**config.mk**
```make
export PLATFORM = sky130hd
export DESIGN_NAME = spdif_stereo_pack
export DESIGN_NICKNAME = d
export VERILOG_FILES = /design/src/rtl/spdif_pkg.sv /design/src/rtl/spdif_pair_fifo.sv /design/src/rtl/spdif_stereo_pack.sv
export SDC_FILE = /design/constraint.sdc
export NUM_CORES = 1
export LEC_CHECK = 0
export ABC_AREA = 0
export BUFFER_PORTS_ARGS = -buffer_cell sky130_fd_sc_hd__buf_2
export CAP_MARGIN = 0
export CORE_MARGIN = 2
export CORE_UTILIZATION = 46
export DETAILED_ROUTE_END_ITERATION = 10
export PLACE_DENSITY = 0.74
export REMOVE_ABC_BUFFERS = 1
export SLEW_MARGIN = 20
export SYNTH_ARGS = -nofsm -noshare
export SYNTH_HDL_FRONTEND = slang
export SYNTH_HIERARCHICAL = 1
export SYNTH_SLANG_ARGS = --single-unit
```
**constraint.sdc**
```tcl
create_clock -name clk -period 5.18 [get_ports clk]
set_input_delay 1.036 -clock clk [delete_from_list [all_inputs] [get_ports clk]]
set_output_delay 1.036 -clock clk [all_outputs]
set_load 0.005 [all_outputs]
```
**src/rtl/spdif_pkg.sv**
```systemverilog
// Shared types and constants for the S/PDIF stereo packing stage.
// Holds the pairing FSM states, the channel-status field and the bit-index helper.
package spdif_pkg;

    typedef enum logic [1:0] {
        UNLOCKED = 2'd0,
        WAIT_L   = 2'd1,
        HAVE_L   = 2'd2
    } pair_state_t;

    localparam int CS_BITS   = 192;
    localparam int CS_FS_LSB = 24;
    localparam int CS_FS_MSB = 27;
    localparam int FS_W      = CS_FS_MSB - CS_FS_LSB + 1;

    // Status bit n is carried at cdata_i[191-n].
    function automatic int cs_idx(input int n);
        return CS_BITS - 1 - n;
    endfunction

endpackage

```
**src/rtl/spdif_pair_fifo.sv**
```systemverilog
// Generic show-ahead synchronous FIFO with registered pointers.
// Ports: clk, rst, push/wdata, pop, full, empty, rdata (head, 0 while empty).
module spdif_pair_fifo #(
    parameter int DEPTH_LOG2 = 2,
    parameter int WIDTH      = 48
) (
    input  logic             clk,
    input  logic             rst,
    input  logic             push,
    input  logic [WIDTH-1:0] wdata,
    input  logic             pop,
    output logic             full,
    output logic             empty,
    output logic [WIDTH-1:0] rdata
);

    localparam int DEPTH = 2 ** DEPTH_LOG2;

    logic [WIDTH-1:0]    mem [DEPTH];
    logic [DEPTH_LOG2:0] wr_ptr;
    logic [DEPTH_LOG2:0] rd_ptr;
    logic                do_pop;
    logic                do_push;

    assign empty = (wr_ptr == rd_ptr);
    // Same index, different lap bit: writer is one full lap ahead.
    assign full  = (wr_ptr[DEPTH_LOG2] != rd_ptr[DEPTH_LOG2]) &&
                   (wr_ptr[DEPTH_LOG2-1:0] == rd_ptr[DEPTH_LOG2-1:0]);

    assign do_pop  = pop && !empty;
    // A pop frees the slot the push lands in when full.
    assign do_push = push && (!full || do_pop);

    assign rdata = empty ? '0 : mem[rd_ptr[DEPTH_LOG2-1:0]];

    always_ff @(posedge clk) begin
        if (rst) begin
            wr_ptr <= '0;
            rd_ptr <= '0;
        end else begin
            if (do_push) begin
                mem[wr_ptr[DEPTH_LOG2-1:0]] <= wdata;
                wr_ptr <= wr_ptr + 1'b1;
            end
            if (do_pop) begin
                rd_ptr <= rd_ptr + 1'b1;
            end
        end
    end

endmodule

```
**src/rtl/spdif_stereo_pack.sv**
```systemverilog
// Pairs left/right S/PDIF subframes into stereo samples behind a FIFO.
// Ports: clk, rst, data_i/ack_i/lrck_i/locked_i/cdata_i from receiver;
// left_o/right_o/valid_o/ready_i to mixer; locked_o, fs_code_o, counters.
module spdif_stereo_pack
    import spdif_pkg::*;
#(
    parameter int FIFO_DEPTH_LOG2 = 2,
    parameter int CNT_W           = 8
) (
    input  logic                 clk,
    input  logic                 rst,
    input  logic [23:0]          data_i,
    input  logic                 ack_i,
    input  logic                 lrck_i,
    input  logic                 locked_i,
    input  logic [CS_BITS-1:0]   cdata_i,
    output logic [23:0]          left_o,
    output logic [23:0]          right_o,
    output logic                 valid_o,
    input  logic                 ready_i,
    output logic                 locked_o,
    output logic [FS_W-1:0]      fs_code_o,
    output logic [CNT_W-1:0]     overflow_cnt_o,
    output logic [CNT_W-1:0]     slip_cnt_o
);

    localparam int FS_HI = CS_BITS - 1 - CS_FS_LSB;
    localparam int FS_LO = CS_BITS - 1 - CS_FS_MSB;

    pair_state_t state;
    pair_state_t next_state;
    logic [23:0] pend_left;
    logic        push_req;
    logic        load_left;
    logic        slip_inc;
    logic        ovf_inc;
    logic        pop;
    logic        full;
    logic        empty;
    logic [47:0] head;
    logic        unused_cs;

    assign unused_cs = ^{cdata_i[CS_BITS-1:FS_HI+1], cdata_i[FS_LO-1:0]};

    spdif_pair_fifo #(
        .DEPTH_LOG2 (FIFO_DEPTH_LOG2),
        .WIDTH      (48)
    ) u_fifo (
        .clk   (clk),
        .rst   (rst),
        .push  (push_req),
        .wdata ({pend_left, data_i}),
        .pop   (pop),
        .full  (full),
        .empty (empty),
        .rdata (head)
    );

    assign valid_o = !empty;
    assign pop     = valid_o && ready_i;
    assign left_o  = head[47:24];
    assign right_o = head[23:0];
    assign ovf_inc = push_req && full && !pop;

    always_comb begin
        next_state = state;
        push_req   = 1'b0;
        load_left  = 1'b0;
        slip_inc   = 1'b0;
        // Losing lock overrides any strobe in the same cycle.
        if (!locked_i) begin
            next_state = UNLOCKED;
        end else begin
            unique case (state)
                UNLOCKED: next_state = WAIT_L;
                WAIT_L: begin
                    if (ack_i && !lrck_i) begin
                        load_left  = 1'b1;
                        next_state = HAVE_L;
                    end else if (ack_i) begin
                        slip_inc = 1'b1;
                    end
                end
                HAVE_L: begin
                    if (ack_i && lrck_i) begin
                        push_req   = 1'b1;
                        next_state = WAIT_L;
                    end else if (ack_i) begin
                        load_left = 1'b1;
                        slip_inc  = 1'b1;
                    end
                end
                default: next_state = UNLOCKED;
            endcase
        end
    end

    always_ff @(posedge clk) begin
        if (rst) begin
            state          <= UNLOCKED;
            pend_left      <= '0;
            locked_o       <= 1'b0;
            fs_code_o      <= '0;
            overflow_cnt_o <= '0;
            slip_cnt_o     <= '0;
        end else begin
            state    <= next_state;
            locked_o <= locked_i;
            if (load_left) begin
                pend_left <= data_i;
            end
            if (locked_i) begin
                for (int k = 0; k < FS_W; k++) begin
                    fs_code_o[k] <= cdata_i[cs_idx(CS_FS_LSB + k)];
                end
            end
            if (slip_inc && slip_cnt_o != '1) begin
                slip_cnt_o <= slip_cnt_o + 1'b1;
            end
            if (ovf_inc && overflow_cnt_o != '1) begin
                overflow_cnt_o <= overflow_cnt_o + 1'b1;
            end
        end
    end

endmodule

```
==> out/metrics.cfg <==
[cts]
h-tree-depth=1
root_buffer=clkbuf_16
clk_path_buf_depth=3
clock_sinks=247
post_cts_buffers=0
cts_tree=built
hold_buffers=0
clk_latency_ps=530
cts_buffers=26
ctsResizeCount=0
clkSlewWorstSetupHoldPaths_ps=50

[routing]
vias=5554
route.antenna.remaining_nets=0
wl_um=19700
via_per_inst=5.50
drt_pass1_iterations=5
drt-initial-drc-count=378
post-route-drc-count=0
wl_per_cell_um=19.5

[logic_synthesis]
synth_xor_xnor_area_share=0.00538
synth.distinct_cells=51
synth_edf_count=192
synthSimpleGateAreaFrac=0.0894
synth_ff_type=edfxtp_1
synth_top_family_by_area=multiplexers
ys_seq_area_frac=0.703
synth_area_per_cell_um2=16.3
syn_inst=599
synth_area_mm2=0.00976
synth_adder_area_share=0.0141
yosysWarnings=6
muxShareOfSynthArea=0.125
synth_compound_area_frac=0.0419
synth_top_area_cell=edfxtp_1
synth_top_area_share=0.590
synth_area_leaders=edfxtp_1, dfxtp_1, mux4_2
ys_seq_elements=247
async_flop_share=0

[finish]
fin_util=0.551
stdcell_count=1010
layout_common_cells=edfxtp_1, buf_2, nand2_1, nor2b_1, dfxtp_1
layout-drive-gt1-share=0.300
area_growth_pct=18.3
multi_input_area_mm2=0.00272
seq_area_mm2=0.00687
n_fill_cell=1686
final_common_cell=edfxtp_1
final_nets=947

[pwr]
fin_total_pwr_mw=4.24
ir_drop_uv=310
p_leak_nw=3.89
cellPowerDensity_mw_per_mm2=367

[critical_path]
cp.buffers_inverters=2
cp.required_ps=4140
max_stage_delay_ps=890
startpoint_type=register
crit_fanout=31
slowest_stage=dfxtp_2
crit_type=reg2out
cp_top_family=flip-flops
cp.arrival_ps=2560
crit_chain=buf_4, mux4_2, nor2b_1, buf_2
end_kind=output pin

[timing]
setup-violations-final=0
fin_worst_skew_ps=16.9
hold_viol=0
relSlewSlack=0.425
final.min_clock_period_ps=3600
fin_ws_ps=1580
fin_tns_setup_ps=0
rsz0062_at_grt=false
clock.fmax_mhz=278
slew_violations=0
tightest_slew_ps=862
timing.final.crit_share=0.694

[floorplan]
die_w_um=150
rows=53
die_area_mm2=0.0224
coreArea_mm2=0.0210
die_h_um=150
ios=292
start_util=0.466

[placement]
dp_hpwl_um=11700
io_buffers=103
dp_slack_ps=2070
place.gp.congestion=0.758
place_inst=960

[global_route]
antenna_found_initial=1
grt_pass1_wl_um=30700
grt_pass1_vias=5785
grt.overflow.total=0
grt_max_degree=54
grt_usage=0.177

[flow_run]
cap_viol_max_count=0

[outcome]
status=complete, no violations

[min_path]
hold_class=reg2reg

-- Yosys cell counts (3+ instances only) --
library cell  instances
nand2_1              60
inv_1                16
nor2b_1              54
nand3_1               5
nor3_1                6
mux2_2                4
buf_6                 3
mux2i_1               9
nor2_1               20
edfxtp_1            192
ha_1                 11
buf_2                11
o31ai_1               4
and3_1                3
a31oi_1               3
dfxtp_1              55
or3_1                 3
a21oi_1              33
xnor2_1               5
clkbuf_1             12
mux4_2               48
-- report_power, final --
group          leakage (nW)  internal (mW)  switching, mW
logic                  1.36         0.0699          0.105
clock network         0.445           1.22          0.723
registers              2.09           2.12        0.00552
total                  3.89           3.41          0.834
-- registers in the layout (all words and copies together), names as in the netlist, named ones only --
register	count
u_fifo/mem	192
pend_left	24
overflow_cnt_o	8
slip_cnt_o	8
fs_code_o	4
u_fifo/rd_ptr	3
u_fifo/wr_ptr	3
state	2
locked_o	1
-- metal layers --
| layer | up-vias | share of wire | track usage |
|---|---|---|---|
| met4 | 0 | 0.021 | 0.0425 |
| met2 | 215 | 0.48 | 0.297 |
| met5 | - | 0 | 0 |
| met1 | 2784 | 0.42 | 0.237 |
| met3 | 36 | 0.078 | 0.0384 |
| li1 | 2519 | - | - |
-- stage by stage --
stage / cell area (µm²) / hold slack (ps)
after global routing: 11600 / 516
after global placement: 10600 / 466
after detailed placement: 10600 / 489
final: 11600 / 493
after floorplan: 9620 / 458
after CTS: 11500 / 499
-- path summary, 6_finish.rpt --
path / startpoint / endpoint / slack, ps / cells past startpoint
worst min register to register: pend_left[20] / u_fifo/mem[0][44] / 490 / 0
worst min-delay path: pend_left[20] / u_fifo/mem[0][44] / 490 / 0
worst max-delay path: register / right_o[13] / 1580 / 4
worst max register to register: u_fifo/wr_ptr[1] / u_fifo/mem[3][13] / 2080 / 7
-- layout make-up --
cell class                      instances  share of cell area
Sequential cell                       247               0.595
Multi-Input combinational cell        308               0.235
Clock buffer                           34              0.0615
Timing Repair Buffer                  115              0.0552
Tap cell                              275              0.0298
Clock inverter                         14              0.0181
Inverter                               16             0.00520
Antenna cell                            1            0.000217
-- cell families (layout without fill, tap and decap cells) --
kind of cell               after synthesis  in the layout
DFF                                    247            247
and+or+nand+nor                        167            167
AOI/OAI and AO/OA                       63             63
muxes                                   61             61
buffers and inverters                   44            179
adders and majority gates               11             11
xor gates and xnor gates                 6              6
other                                    0              1
Power figures use the tool's default switching activity.
